<file path="config.mk">
export PLATFORM = sky130hd
export DESIGN_NAME = clk_meter
export DESIGN_NICKNAME = d
export VERILOG_FILES = /design/src/rtl/clk_meter.sv
export SDC_FILE = /design/constraint.sdc
export NUM_CORES = 1
export LEC_CHECK = 0
export ABC_AREA = 1
export CORE_MARGIN = 2
export CORE_UTILIZATION = 57
export CTS_BUF_LIST = sky130_fd_sc_hd__clkbuf_8 sky130_fd_sc_hd__clkbuf_16
export CTS_CLUSTER_SIZE = 30
export DETAILED_ROUTE_END_ITERATION = 10
export PLACE_DENSITY = 0.8
export SLEW_MARGIN = 20
export SYNTH_ARGS = -nofsm -noshare
export SYNTH_HDL_FRONTEND = slang
export SYNTH_SLANG_ARGS = --single-unit
</file>
<file path="constraint.sdc">
create_clock -name sysclk -period 1.7 [get_ports sysclk]
set_input_delay 0.34 -clock sysclk [delete_from_list [all_inputs] [get_ports sysclk]]
set_output_delay 0.34 -clock sysclk [all_outputs]
set_load 0.01 [all_outputs]
</file>
<file path="src/rtl/clk_meter.sv">
// clk_meter: measures period and high time of a slow clock/strobe in sysclk cycles.
// Ports:
//   sysclk    - system clock, all logic on posedge
//   reset     - asynchronous active-low reset
//   clk_in    - measured clock, asynchronous to sysclk
//   start     - one-cycle request to begin a measurement
//   period    - sysclk cycles between two consecutive detected rising edges
//   high_time - cycles within that period where synchronised clk_in was 1
//   valid     - one-cycle pulse, period/high_time updated
//   busy      - high while armed or measuring
//   timeout   - one-cycle pulse, measurement aborted
// Optional build macro CLK_METER_CONT_EN: continuous back-to-back measurement,
// a second start while busy stops it.
module clk_meter #(
    parameter int CNT_W       = 16,
    parameter int TIMEOUT     = 65535,
    parameter int SYNC_STAGES = 2
) (
    input  logic             sysclk,
    input  logic             reset,
    input  logic             clk_in,
    input  logic             start,
    output logic [CNT_W-1:0] period,
    output logic [CNT_W-1:0] high_time,
    output logic             valid,
    output logic             busy,
    output logic             timeout
);
`ifdef CLK_METER_CONT_EN
    localparam bit CONT = 1'b1;
`else
    localparam bit CONT = 1'b0;
`endif
    localparam logic [CNT_W-1:0] TMO  = CNT_W'(TIMEOUT);
    localparam logic [CNT_W-1:0] TMO1 = CNT_W'(TIMEOUT - 1);
    localparam logic [CNT_W-1:0] ONE  = CNT_W'(1);
    typedef enum logic [1:0] {IDLE, ARM, MEASURE} state_t;
    state_t                 state;
    logic [SYNC_STAGES-1:0] sync;
    logic                   s, s_d, rise;
    logic [CNT_W-1:0]       cnt, hcnt;
    assign s    = sync[SYNC_STAGES-1];
    assign rise = s & ~s_d;
    assign busy = state != IDLE;
    // cnt doubles as the ARM wait counter. In MEASURE it already includes the
    // current cycle, so on the closing rise it equals t1-t0 and hcnt covers
    // [t0,t1). Both stay <= TIMEOUT because reaching it aborts.
    always_ff @(posedge sysclk or negedge reset) begin
        if (!reset) begin
            state     <= IDLE;
            sync      <= '0;
            s_d       <= 1'b0;
            cnt       <= '0;
            hcnt      <= '0;
            period    <= '0;
            high_time <= '0;
            valid     <= 1'b0;
            timeout   <= 1'b0;
        end else begin
            sync    <= {sync[SYNC_STAGES-2:0], clk_in};
            s_d     <= s;
            valid   <= 1'b0;
            timeout <= 1'b0;
            case (state)
                IDLE: if (start) begin
                    state <= ARM;
                    cnt   <= '0;
                end
                ARM: if (CONT && start) begin
                    state <= IDLE;
                end else if (rise) begin
                    state <= MEASURE;
                    cnt   <= ONE;
                    hcnt  <= ONE;
                end else if (cnt == TMO1) begin
                    state   <= IDLE;
                    timeout <= 1'b1;
                end else begin
                    cnt <= cnt + ONE;
                end
                MEASURE: if (CONT && start) begin
                    state <= IDLE;
                end else if (rise) begin
                    period    <= cnt;
                    high_time <= hcnt;
                    valid     <= 1'b1;
                    state     <= CONT ? MEASURE : IDLE;
                    cnt       <= ONE;
                    hcnt      <= ONE;
                end else if (cnt == TMO) begin
                    state   <= IDLE;
                    timeout <= 1'b1;
                end else begin
                    cnt  <= cnt + ONE;
                    hcnt <= hcnt + CNT_W'(s);
                end
                default: state <= IDLE;
            endcase
        end
    end
endmodule

</file>
; ---- Word level (Yosys, flattened, before mapping)
; Index checks and enable logic that the tools add are counted.
[word_totals]
register_bits = 71
out_inout_bits = 35
[classes]
add_sub_neg = 2
n_eq_ne = 10
mux = 23
bitwise = 2
reduce_logical = 8
[ops]
columns = op, count
row1 = 16-bit two-way mux, 8
row2 = 16-bit one-hot mux with 3 select lines, 1
row3 = "16-bit == test, second input constant", 2
row4 = 16-bit one-hot mux with 2 select lines, 1
row5 = 16-bit by 1-bit adder with 16-bit output, 1
row6 = "16-bit by 1-bit adder with 16-bit output, second input constant", 1
row7 = "3-bit inequality test, second input constant", 4
row8 = 2-bit two-way mux, 5
row9 = 1-bit two-way mux, 6
row10 = 2-bit one-hot mux with 3 select lines, 1
row11 = 3-bit AND reduction, 2
row12 = "2-bit inequality test, second input constant", 2
row13 = 4-bit AND reduction, 1
row14 = 2-bit nonzero test, 2
row15 = 3-bit nonzero test, 1
row16 = "2-bit by 1-bit == test with 1-bit output, second input constant", 1
row17 = "2-bit == test, second input constant", 1
row18 = 2-bit logical NOT, 1
row19 = 1-bit one-hot mux with 2 select lines, 1
row20 = 2-bit AND reduction, 1
row21 = 1-bit bitwise AND, 1
row22 = 1-bit inverter, 1

; ---- Depth between registers and ports, before layout
; Gate-level depths: netlist (run 1).
[logic_depth]
depth_word = 4
mapped_depth = 12
ltp_nobuf = 11

; ---- Worst setup path after synthesis (run 1)
; Ideal clock, no wire load.
[synth_path]
path_type = reg-to-reg
startpoint = reg state[0]
endpoint = reg cnt[1]
setup_ps = 83
arrival_time_ps = 1487
required_ps = 1617
path_slack_ps = 131
stages_incl_launch_ff = 8
n_path_buf = 0
period_less_slack_ps = 1569
cell_sequence = dfrtp_1 > inv_1 > ha_1 > inv_1 > nor2_4 > inv_1 > or2_2 > o21ai_0
[synth_via]
elab_chain_cells = 3
elab_cells_between_ends = 9
classes_between = eq/ne: 5 / mux: 1 / reduce/logical: 3
[synth_rtl]
columns = element, line
row1 = from (decl), 38  ; state_t state;
row2 = from (signal assigned), 87  ; state <= CONT ? MEASURE : IDLE;
row3 = "2-bit by 1-bit == test with 1-bit output, or another cell as far along", 64  ; case (state)
row4 = "3-bit inequality test (no line), or another cell as far along", n/a
row5 = 4-bit AND reduction (no line), n/a
row6 = to (signal assigned), 79  ; cnt <= cnt + ONE;
row7 = to (signal assigned), 94  ; cnt <= cnt + ONE;
row8 = to (decl), 41  ; logic [CNT_W-1:0] cnt, hcnt;
; Several ways; a longest one is shown, not always the timed one.
; A chain may end at the register's enable or synchronous reset.

; ---- Worst setup path in the final report (run 1)
[layout_path]
startpoint = reg cnt[0]
endpoint = reg hcnt[8]
[layout_via]
elab_chain_cells = 3
[layout_rtl]
columns = element, line
row1 = 16-bit == test, 90  ; end else if (cnt == TMO) begin
row2 = 3-bit inequality test (no line), n/a
row3 = 3-bit AND reduction (no line), n/a
row4 = to (signal assigned), 95  ; hcnt <= hcnt + CNT_W'(s);
row5 = to (decl), 41
; No other way between the ends.

==> results of run 1 <==
## kinds of logic (layout without fill, tap and decap cells)
kind of cell | after synthesis | after routing
adder cells (fa/ha/maj) | 7 | 7
flip-flops | 71 | 71
buffers and inverters | 70 | 139
AND/OR/NAND/NOR | 259 | 259
AO/OA/AOI/OAI | 71 | 71
## sequential cells by signal (all words and copies together) (netlist names)
register / cells
state: 2
valid: 1
sync: 2
period: 16
hcnt: 16
timeout: 1
high_time: 16
s_d: 1
cnt: 16
## power by group through the flow
stage | combinational, uW | clock (uW) | sequential, uW
after floorplan | 1000 | 0 | 1900
after global placement | 1400 | 0 | 1890
after detailed placement | 1450 | 0 | 1900
after CTS | 1450 | 1690 | 1870
after global routing | 1920 | 1780 | 1880
final | 1770 | 1680 | 1870
## metrics by stage
step	utilization	hold WS [ns]	cell area, sq um	std cells
floorplan	-	0.0444	3690	478
global placement	0.670	0.334	4230	598
detailed placement	0.670	0.344	4230	598
CTS	0.709	0.0144	4480	614
global route	0.734	0.0240	4630	624
finish	0.734	-0.00955	4630	624
## how the worst max path moves through the flow
| stage | endpoint | slack [ns] | cells past startpoint | startpoint |
|---|---|---|---|---|
| 2_1_floorplan | cnt[1] | 0.13 | 7 | state[0] |
| 3_3_place_gp | cnt[11] | 0.08 | 7 | start |
| 3_5_place_dp | hcnt[14] | -0.008 | 11 | cnt[0] |
| 4_1_cts | busy | 0.001 | 4 | state[0] |
| 5_1_grt | hcnt[14] | -0.06 | 10 | sync[1] |
| 6_report | hcnt[8] | 0.05 | 10 | cnt[0] |
## cells in the mapped netlist
library cell and count:
nor2_1 37, nor2_2 1, nand2_2 3, o21ai_1 17
nor2_4 6, nand3_1 29, nand4_1 12, clkbuf_1 4
nand2_1 158, buf_4 2, o21ai_0 45, nand3_2 2
nand3b_1 1, ha_1 7, nor4_1 2, nor3_1 2
nor3b_1 1, buf_6 5, nand2_4 2, buf_2 1
nor2_8 1, or2_2 2, inv_1 53, a21oi_1 9
dfrtp_1 71, inv_2 5
## cell type report
class	instances	area, sq um
fill	454	1680
timing repair buffer	65	632
clock buffer	10	138
clock inverter	6	108
multi-input combinational	337	1660
sequential	71	1780
tap	77	96.3
inverter	58	218
## repair_timing
item / 4_1_cts / 5_1_grt
pin swaps: 0 / 4
gates cloned: 0 / 1
setup buffers: 0 / 9
setup endpoints to repair: 5 / 40
hold endpoints to repair: 0 / 0
resized for setup: 3 / 24
## layer usage
layer,wire length (um),vias up,global-route usage
met5,0,-,0
met4,263,0,0.104
met3,513,30,0.0531
met2,4370,144,0.427
met1,3730,1582,0.339
li1,-,1652,-
==> out/results.ini, run 1 <==
[outcome]
status = finished, violations left
failed_checks = hold timing

[logic_synthesis]
muxShareOfSynthArea = 0
synth_xor_area_frac = 0
synth_area_leaders = dfrtp_1, nand2_1, o21ai_0, inv_1, nand3_1
syn-num-nets = 489
yosys.cell_types.count = 26
synth_top_family_by_area = simple AND/OR/NAND/NOR gates
synth_area_sq_um = 3690
synth-compound-area-share = 0.0964
yosys.area_share.adder = 0.0238
synthSimpleGateAreaFrac = 0.314
synth_top_area_frac = 0.482
synth_area_per_cell_sq_um = 7.71
yosysSeqAreaShare = 0.482
synthCells = 478
yosys.area.top_type = dfrtp_1
synth.yosys.warnings = 0
ys_ff_latch = 71

[timing]
tns_ns = 0
tightestPinTransition_ns = 0.383
maxSlewViolCount = 0
fmax_mhz = 606
maxSlewHeadroom = 0.745
finalHoldViolations = 14
fin_skew_ns = 0.00505
hold_ws_ns = -0.00955
period_minus_slack_ns = 1.65
setup_viol = 0
rsz0062_at_grt = true
final_min_period_over_clock_period = 0.970
setup_slack_ns = 0.0510

[cts]
htree_levels = 3
ctsHoldBuffers = 0
worstSkewPairLatency_ns = 0.35
clock_path_buffers = 2
clkTransAtPathRegs_ns = 0.08
cts_tree = done
cts_made_buffers = 9
root_buffer = clkbuf_8
cts.sinks = 71

[floorplan]
top_level_ports = 39
die_w_um = 84.4
start_util = 0.584
die_y_um = 84.4
coreArea_sq_um = 6310
die_area_sq_um = 7130
rows = 29

[global_routing]
grt_max_degree = 72
antenna_found_initial = 0
grtUsageTotal = 0.260
grt_pass1_vias = 3256
grt-ovfl-total = 0
grt_pass1_wl_um = 14700

[drt]
drc_errors = 0
ant_nets = 0
vias = 3408
viasPerCell = 5.46
firstDrtPassIters = 5
wl_per_cell_um = 14.2
drt_iter0_drc = 239
wl_um = 8880

[worst_setup_path]
crit_path_end_kind = flip-flop
rr_worst_depth = 10
path_max_fanout = 12
cp.buffers_inverters = 1
path_cells = ha_4, nand2_2, nor2_4, nand2_4, nor2_4, nand2_4, nand2_4, buf_4, nand2_1, o21ai_1
cp.required_ns = 1.97
worst_path_most_repeated_cell = nand2_4
cp_slowest_cell = dfrtp_1
reg2reg_from = cnt[0]
worstPathArrival_ns = 1.92
slowest_delay_ns = 0.44
critical_path_class = flip-flop to flip-flop
r2r_slack_ns = 0.05
startpoint_type = flip-flop
cp_top_family = simple AND/OR/NAND/NOR gates
r2r_end = hcnt[8]

[power]
seqPwrFrac = 0.352
combinationalPowerShare = 0.333
clkPwrFrac = 0.315
power_density_nw_per_um2 = 1150
internal_power_uw = 3490
switchingPower_uw = 1830
static-leakage-power_uw = 0.00215
netSwitchingFraction = 0.344
ir_worst_vdd_mv = 0.895
total_power_uw = 5320

[placed_design]
place_ws_ns = -0.00822
hpwlAfterDp_um = 5810
portBuffers = 38
gp_congestion = 0.882

[hold_path]
hp-class = input pin to async pin

[final_layout]
final_cell_mix = nand2_1, dfrtp_1, inv_1
area_growth_pct = 25.7
fin_nets = 553
layout_commonest_cell = nand2_1
drive_above_1_share = 0.154
n_antenna_cell = 0

[flow_run]
maxCapViolations = 0

No activity file was read; power rests on OpenSTA's default activity.
==> run 2, diff against run 1 <==
--- a/config.mk
+++ b/config.mk
@@ -12,6 +12,7 @@
 export CTS_CLUSTER_SIZE = 30
 export DETAILED_ROUTE_END_ITERATION = 10
 export PLACE_DENSITY = 0.8
+export RECOVER_POWER = 100
 export SLEW_MARGIN = 20
 export SYNTH_ARGS = -nofsm -noshare
 export SYNTH_HDL_FRONTEND = slang
==> run 2 against run 1 <==
The flow now finishes without violations. Critical path depth stayed put. Total power hardly changed. Flip-flop and latch count stayed put. Clock-buffer cell count stayed put. Global-route usage stayed put. Register-to-register slack hardly changed. First-iteration DRC count stayed put. Combinational power hardly changed. Critical endpoint unchanged.
==> out/results.ini, run 2 (synthesized netlist as in run 1, its figures left out) <==
[worst_setup_path]
cp_top_family = simple AND/OR/NAND/NOR gates  ; unchanged
worstPathArrival_ns = 1.92  ; about the same
cp_slowest_cell = dfrtp_1  ; unchanged
critical_path_class = flip-flop to flip-flop  ; unchanged
r2r_slack_ns = 0.05  ; about the same
slowest_delay_ns = 0.44  ; about the same
startpoint_type = flip-flop  ; unchanged
path_cells = ha_4, nand2_2, nor2_4, nand2_4, nor2_4, nand2_4, nand2_4, buf_4, nand2_1, o21ai_1  ; unchanged
crit_path_end_kind = flip-flop  ; unchanged
path_max_fanout = 12  ; unchanged
cp.required_ns = 1.97  ; about the same
cp.buffers_inverters = 1  ; unchanged
worst_path_most_repeated_cell = nand2_4  ; unchanged

[global_routing]
grt_max_degree = 72  ; unchanged
grtUsageTotal = 0.260  ; unchanged
grt-ovfl-total = 0  ; unchanged
grt_pass1_vias = 3256  ; unchanged
antenna_found_initial = 0  ; unchanged
grt_pass1_wl_um = 14700  ; unchanged

[flow_run]
maxCapViolations = 0  ; unchanged

[timing]
maxSlewViolCount = 0  ; unchanged
tns_ns = 0  ; unchanged
tightestPinTransition_ns = 0.952  ; was 0.383 ns
fin_skew_ns = 0.00505  ; unchanged
setup_slack_ns = 0.0510  ; unchanged
rsz0062_at_grt = true  ; unchanged
period_minus_slack_ns = 1.65  ; unchanged
maxSlewHeadroom = 0.365  ; was 0.745
fmax_mhz = 606  ; unchanged
finalHoldViolations = 0  ; was 14
setup_viol = 0  ; unchanged
final_min_period_over_clock_period = 0.970  ; unchanged

[final_layout]
fin_nets = 553  ; unchanged
finish.utilization = 0.732  ; was 0.734
layout_commonest_cell = nand2_1  ; unchanged
drive_above_1_share = 0.154  ; unchanged
area_growth_pct = 25.4  ; was 25.7%
fill_cells = 456  ; was 454
n_antenna_cell = 0  ; unchanged
final_cell_mix = nand2_1, dfrtp_1, inv_1  ; unchanged

[floorplan]
top_level_ports = 39  ; unchanged
die_w_um = 84.4  ; unchanged
rows = 29  ; unchanged
die_y_um = 84.4  ; unchanged
die_area_sq_um = 7130  ; unchanged
coreArea_sq_um = 6310  ; unchanged
start_util = 0.584  ; unchanged

[drt]
firstDrtPassIters = 5  ; unchanged
drt_iter0_drc = 239  ; unchanged
viasPerCell = 5.46  ; unchanged
drc_errors = 0  ; unchanged
ant_nets = 0  ; unchanged
vias = 3408  ; unchanged
wl_per_cell_um = 14.2  ; about the same
wl_um = 8880  ; about the same

[cts]
clkTransAtPathRegs_ns = 0.08  ; about the same
worstSkewPairLatency_ns = 0.35  ; about the same
root_buffer = clkbuf_8  ; unchanged
ctsHoldBuffers = 0  ; unchanged
cts.sinks = 71  ; unchanged
cts_made_buffers = 9  ; unchanged
htree_levels = 3  ; unchanged
clock_path_buffers = 2  ; unchanged
cts_tree = done  ; unchanged

[power]
ir_worst_vdd_mv = 0.895  ; about the same
static-leakage-power_uw = 0.00214  ; was 0.00215 uW
power_density_nw_per_um2 = 1150  ; about the same

[placed_design]
place_ws_ns = -0.00822  ; unchanged
hpwlAfterDp_um = 5810  ; unchanged
portBuffers = 38  ; unchanged
gp_congestion = 0.882  ; unchanged

[hold_path]
hp-class = input pin to async pin  ; unchanged

[outcome]
status = finished, final reports clean  ; was finished, violations left

run 2: cell count changes in the layout (fill, tap and decap cells not counted), sizes merged:
cell | previous run | this run
buf | 27 | 26
clkbuf | 12 | 13
clkdlybuf4s50 | 36 | 35
dlygate4sd3 | 0 | 1
run 2: cell type report:
cell class	instances	area, sq um	share of cell area
clock buffers	10	138	0.0298
clock inverters	6	108	0.0233
inverters	58	218	0.0471
multi-input cells	337	1660	0.360
flip-flops and latches	71	1780	0.385
well taps	77	96.3	0.0208
repair buffers	65	619	0.134
run 2: worst paths after layout:
kind                              start      endpoint  cells past startpoint
worst max-delay path             cnt[0]       hcnt[8]                     10
worst min-delay path              reset  high_time[7]                      2
worst max register to register   cnt[0]       hcnt[8]                     10
worst min register to register  sync[0]       sync[1]                      0
max in group asynchronous         reset        cnt[6]                      2
min in group sysclk             sync[0]       sync[1]                      0
run 2: what timing repair did:
action / in CTS / in global routing
buffers inserted: 0 / 9
setup endpoints to repair: 5 / 40
resized for setup: 3 / 24
pin swaps: 0 / 4
gates cloned: 0 / 1
run 2: power breakdown:
part / switching, uW / internal [uW] / total (uW)
registers: 86.1 / 1780 / 1870
clock network: 667 / 1010 / 1680
logic: 1070 / 689 / 1760
run 2: layer usage:
layer | up-vias | routed length [um] | GRT usage
met2 | 144 | 4370 | 0.427
li1 | 1652 | - | -
met5 | - | 0 | 0
met3 | 30 | 513 | 0.0531
met1 | 1582 | 3730 | 0.339
met4 | 0 | 263 | 0.104
run 2: metrics by stage:
step	total power, uW	cell area [sq um]	instances	hold WS [ns]
floorplan	2910	3690	478	0.0444
global placement	3290	4230	598	0.334
detailed placement	3350	4230	598	0.344
CTS	5010	4480	614	0.0144
global route	5580	4620	624	0.329
finish	5310	4620	624	0.229
==> run 3, diff against run 2 <==
--- a/config.mk
+++ b/config.mk
@@ -6,12 +6,15 @@
 export NUM_CORES = 1
 export LEC_CHECK = 0
 export ABC_AREA = 1
+export CELL_PAD_IN_SITES_DETAIL_PLACEMENT = 2
+export CELL_PAD_IN_SITES_GLOBAL_PLACEMENT = 2
+export CORE_ASPECT_RATIO = 0.9
 export CORE_MARGIN = 2
-export CORE_UTILIZATION = 57
+export CORE_UTILIZATION = 33
 export CTS_BUF_LIST = sky130_fd_sc_hd__clkbuf_8 sky130_fd_sc_hd__clkbuf_16
 export CTS_CLUSTER_SIZE = 30
 export DETAILED_ROUTE_END_ITERATION = 10
-export PLACE_DENSITY = 0.8
+export PLACE_DENSITY_LB_ADDON = 0.1
 export RECOVER_POWER = 100
 export SLEW_MARGIN = 20
 export SYNTH_ARGS = -nofsm -noshare
==> run 3 against run 2 <==
Clock skew is 0.00072 ns higher. Non-clock buffer count grew 3. Die area increased by 69%. Critical path depth is 1 lower. Setup slack lost 0.030 ns. Wire length is 35% higher. Critical endpoint is now cnt[0].
==> out/results.ini, run 3 (synthesized netlist as in run 1, its figures left out) <==
[placed_design]
gp_congestion = 0.809  ; was 0.882
place_ws_ns = -0.0948  ; was -0.00822 ns
hpwlAfterDp_um = 8090  ; was 5810 um
portBuffers = 38  ; unchanged

[global_routing]
antenna_found_initial = 0  ; unchanged
use_met2 = 0.322  ; was 0.427
grt_max_degree = 34  ; was 72
grt-ovfl-total = 0  ; unchanged
busiest_layer = met2  ; unchanged
met1_usage = 0.275  ; was 0.339
met3_usage = 0.0513  ; was 0.0531
grt_pass1_wl_um = 19000  ; was 14,700 um
grt_pass1_vias = 3697  ; was 3,256
grtUsageTotal = 0.206  ; was 0.260

[final_layout]
drive_above_1_share = 0.169  ; was 0.154
fin_nets = 556  ; was 553
n_antenna_cell = 0  ; unchanged
finish.utilization = 0.447  ; was 0.732
area_growth_pct = 31.5  ; was 25.4%
final_cell_mix = nand2_1, dfrtp_1, inv_1  ; unchanged
layout_commonest_cell = nand2_1  ; unchanged

[power]
clkPwrFrac = 0.344  ; was 0.316
switchingPower_uw = 2040  ; was 1830 uW
ir_worst_vdd_mv = 0.967  ; was 0.895 mV
netSwitchingFraction = 0.353  ; was 0.344
power_density_nw_per_um2 = 1190  ; was 1150 nW/um^2
static-leakage-power_uw = 0.00221  ; was 0.00214 uW
seqPwrFrac = 0.322  ; was 0.352
combinationalPowerShare = 0.334  ; was 0.332
internal_power_uw = 3740  ; was 3480 uW

[worst_setup_path]
cp.required_ns = 1.92  ; was 1.97 ns
cp_slowest_cell = dfrtp_1  ; unchanged
rr_worst_depth = 9  ; was 10
crit_path_end_kind = flip-flop  ; unchanged
critical_path_class = flip-flop to flip-flop  ; unchanged
path_max_fanout = 15  ; was 12
slowest_delay_ns = 0.37  ; was 0.44 ns
startpoint_type = flip-flop  ; unchanged
worstPathArrival_ns = 1.89  ; was 1.92 ns
path_cells = inv_1, ha_4, inv_2, nor2_1, a21oi_2, nand3_4, buf_12, nand2_1, o21ai_0  ; was ha_4, nand2_2, nor2_4, nand2_4, nor2_4, nand2_4, nand2_4, buf_4, nand2_1, o21ai_1

[cts]
cts_tree = done  ; unchanged
worstSkewPairLatency_ns = 0.35  ; about the same
cts.sinks = 71  ; unchanged
clkTransAtPathRegs_ns = 0.05  ; was 0.08 ns
cts_made_buffers = 9  ; unchanged
root_buffer = clkbuf_16  ; was clkbuf_8
clock_path_buffers = 2  ; unchanged
htree_levels = 3  ; unchanged

[timing]
finalHoldViolations = 0  ; unchanged
setup_viol = 0  ; unchanged
fin_skew_ns = 0.00577  ; was 0.00505 ns
hold_ws_ns = 0.366  ; was 0.229 ns
maxSlewViolCount = 0  ; unchanged
period_minus_slack_ns = 1.68  ; was 1.65 ns
tightestPinTransition_ns = 0.816  ; was 0.952 ns
setup_slack_ns = 0.0215  ; was 0.0510 ns
fmax_mhz = 596  ; was 606 MHz
maxSlewHeadroom = 0.456  ; was 0.365
rsz0062_at_grt = true  ; unchanged
final_min_period_over_clock_period = 0.987  ; was 0.970

[hold_path]
hp-class = flip-flop to flip-flop  ; was input pin to async pin
hold_path_depth = 0

[drt]
viasPerCell = 4.89  ; was 5.46
vias = 3434  ; was 3,408
drt_iter0_drc = 134  ; was 239
wl_um = 12000  ; was 8880 um
wl_per_cell_um = 17.1  ; was 14.2 um
firstDrtPassIters = 4  ; was 5
ant_nets = 0  ; unchanged
drc_errors = 0  ; unchanged

[outcome]
status = finished, final reports clean  ; unchanged

[floorplan]
start_util = 0.340  ; was 0.584
rows = 36  ; was 29
die_area_sq_um = 12000  ; was 7130 sq um
coreArea_sq_um = 10900  ; was 6310 sq um
top_level_ports = 39  ; unchanged
die_w_um = 115  ; was 84.4 um
die_y_um = 104  ; was 84.4 um

[flow_run]
maxCapViolations = 0  ; unchanged

==> run 3: repair_timing <==
action	in CTS	in global routing
gates resized for setup	9	38
pin swaps	0	5
gates cloned	0	1
buffers inserted	2	5
hold buffers	1	0
hold endpoints to repair	27	0
endpoints found under the setup margin	18	34
==> run 3: path summary, 6_finish.rpt <==
path	start	to	slack (ns)
worst max-delay path	state[1]	cnt[0]	0.02
worst min-delay path	sync[0]	sync[1]	0.37
worst max register to register	state[1]	cnt[0]	0.02
worst min register to register	sync[0]	sync[1]	0.37
max in group asynchronous	reset	cnt[5]	0.26
min in group asynchronous	reset	hcnt[12]	0.62
==> run 3: metal layers <==
layer,part of all wire,wire length (um),vias up
met1,0.48,5750,1712
met3,0.030,355,17
li1,-,-,1657
met2,0.47,5660,48
met5,0,0,-
met4,0.019,228,0
==> run 3: power by group through the flow <==
| stage | logic [uW] | clock network [uW] | registers, uW |
|---|---|---|---|
| 4_1_cts | 1720 | 2050 | 1860 |
| 6_report | 1930 | 1990 | 1860 |
| 3_5_place_dp | 1590 | 0 | 1900 |
| 3_3_place_gp | 1520 | 0 | 1890 |
| 2_1_floorplan | 1000 | 0 | 1900 |
| 5_1_grt | 2110 | 2090 | 1880 |
==> run 3: per-stage QoR <==
step	power [uW]	TNS (ns)	cells	instance area (sq um)
2_1_floorplan	2910	0	478	3690
3_3_place_gp	3400	-0.311	677	4370
3_5_place_dp	3490	-0.800	677	4370
4_1_cts	5640	0	696	4730
5_1_grt	6080	-0.632	702	4850
6_report	5780	0	702	4850
==> run 3: worst max-delay path, delay by kind of cell (launching register included) <==
kind,cells,cell delay (ns)
DFF,1,0.37
and+or+nand+nor,3,0.31
adders and majority gates,1,0.18
buffers and inverters,3,0.36
AOI/OAI and AO/OA,2,0.32
==> run 3: area by class of cell <==
cell class,count,area [sq um]
fill,1244,6010
inverter,58,226
tap,152,190
timing repair buffer,68,639
clock inverter,4,43.8
multi-input combinational,337,1700
clock buffer,12,267
sequential,71,1780
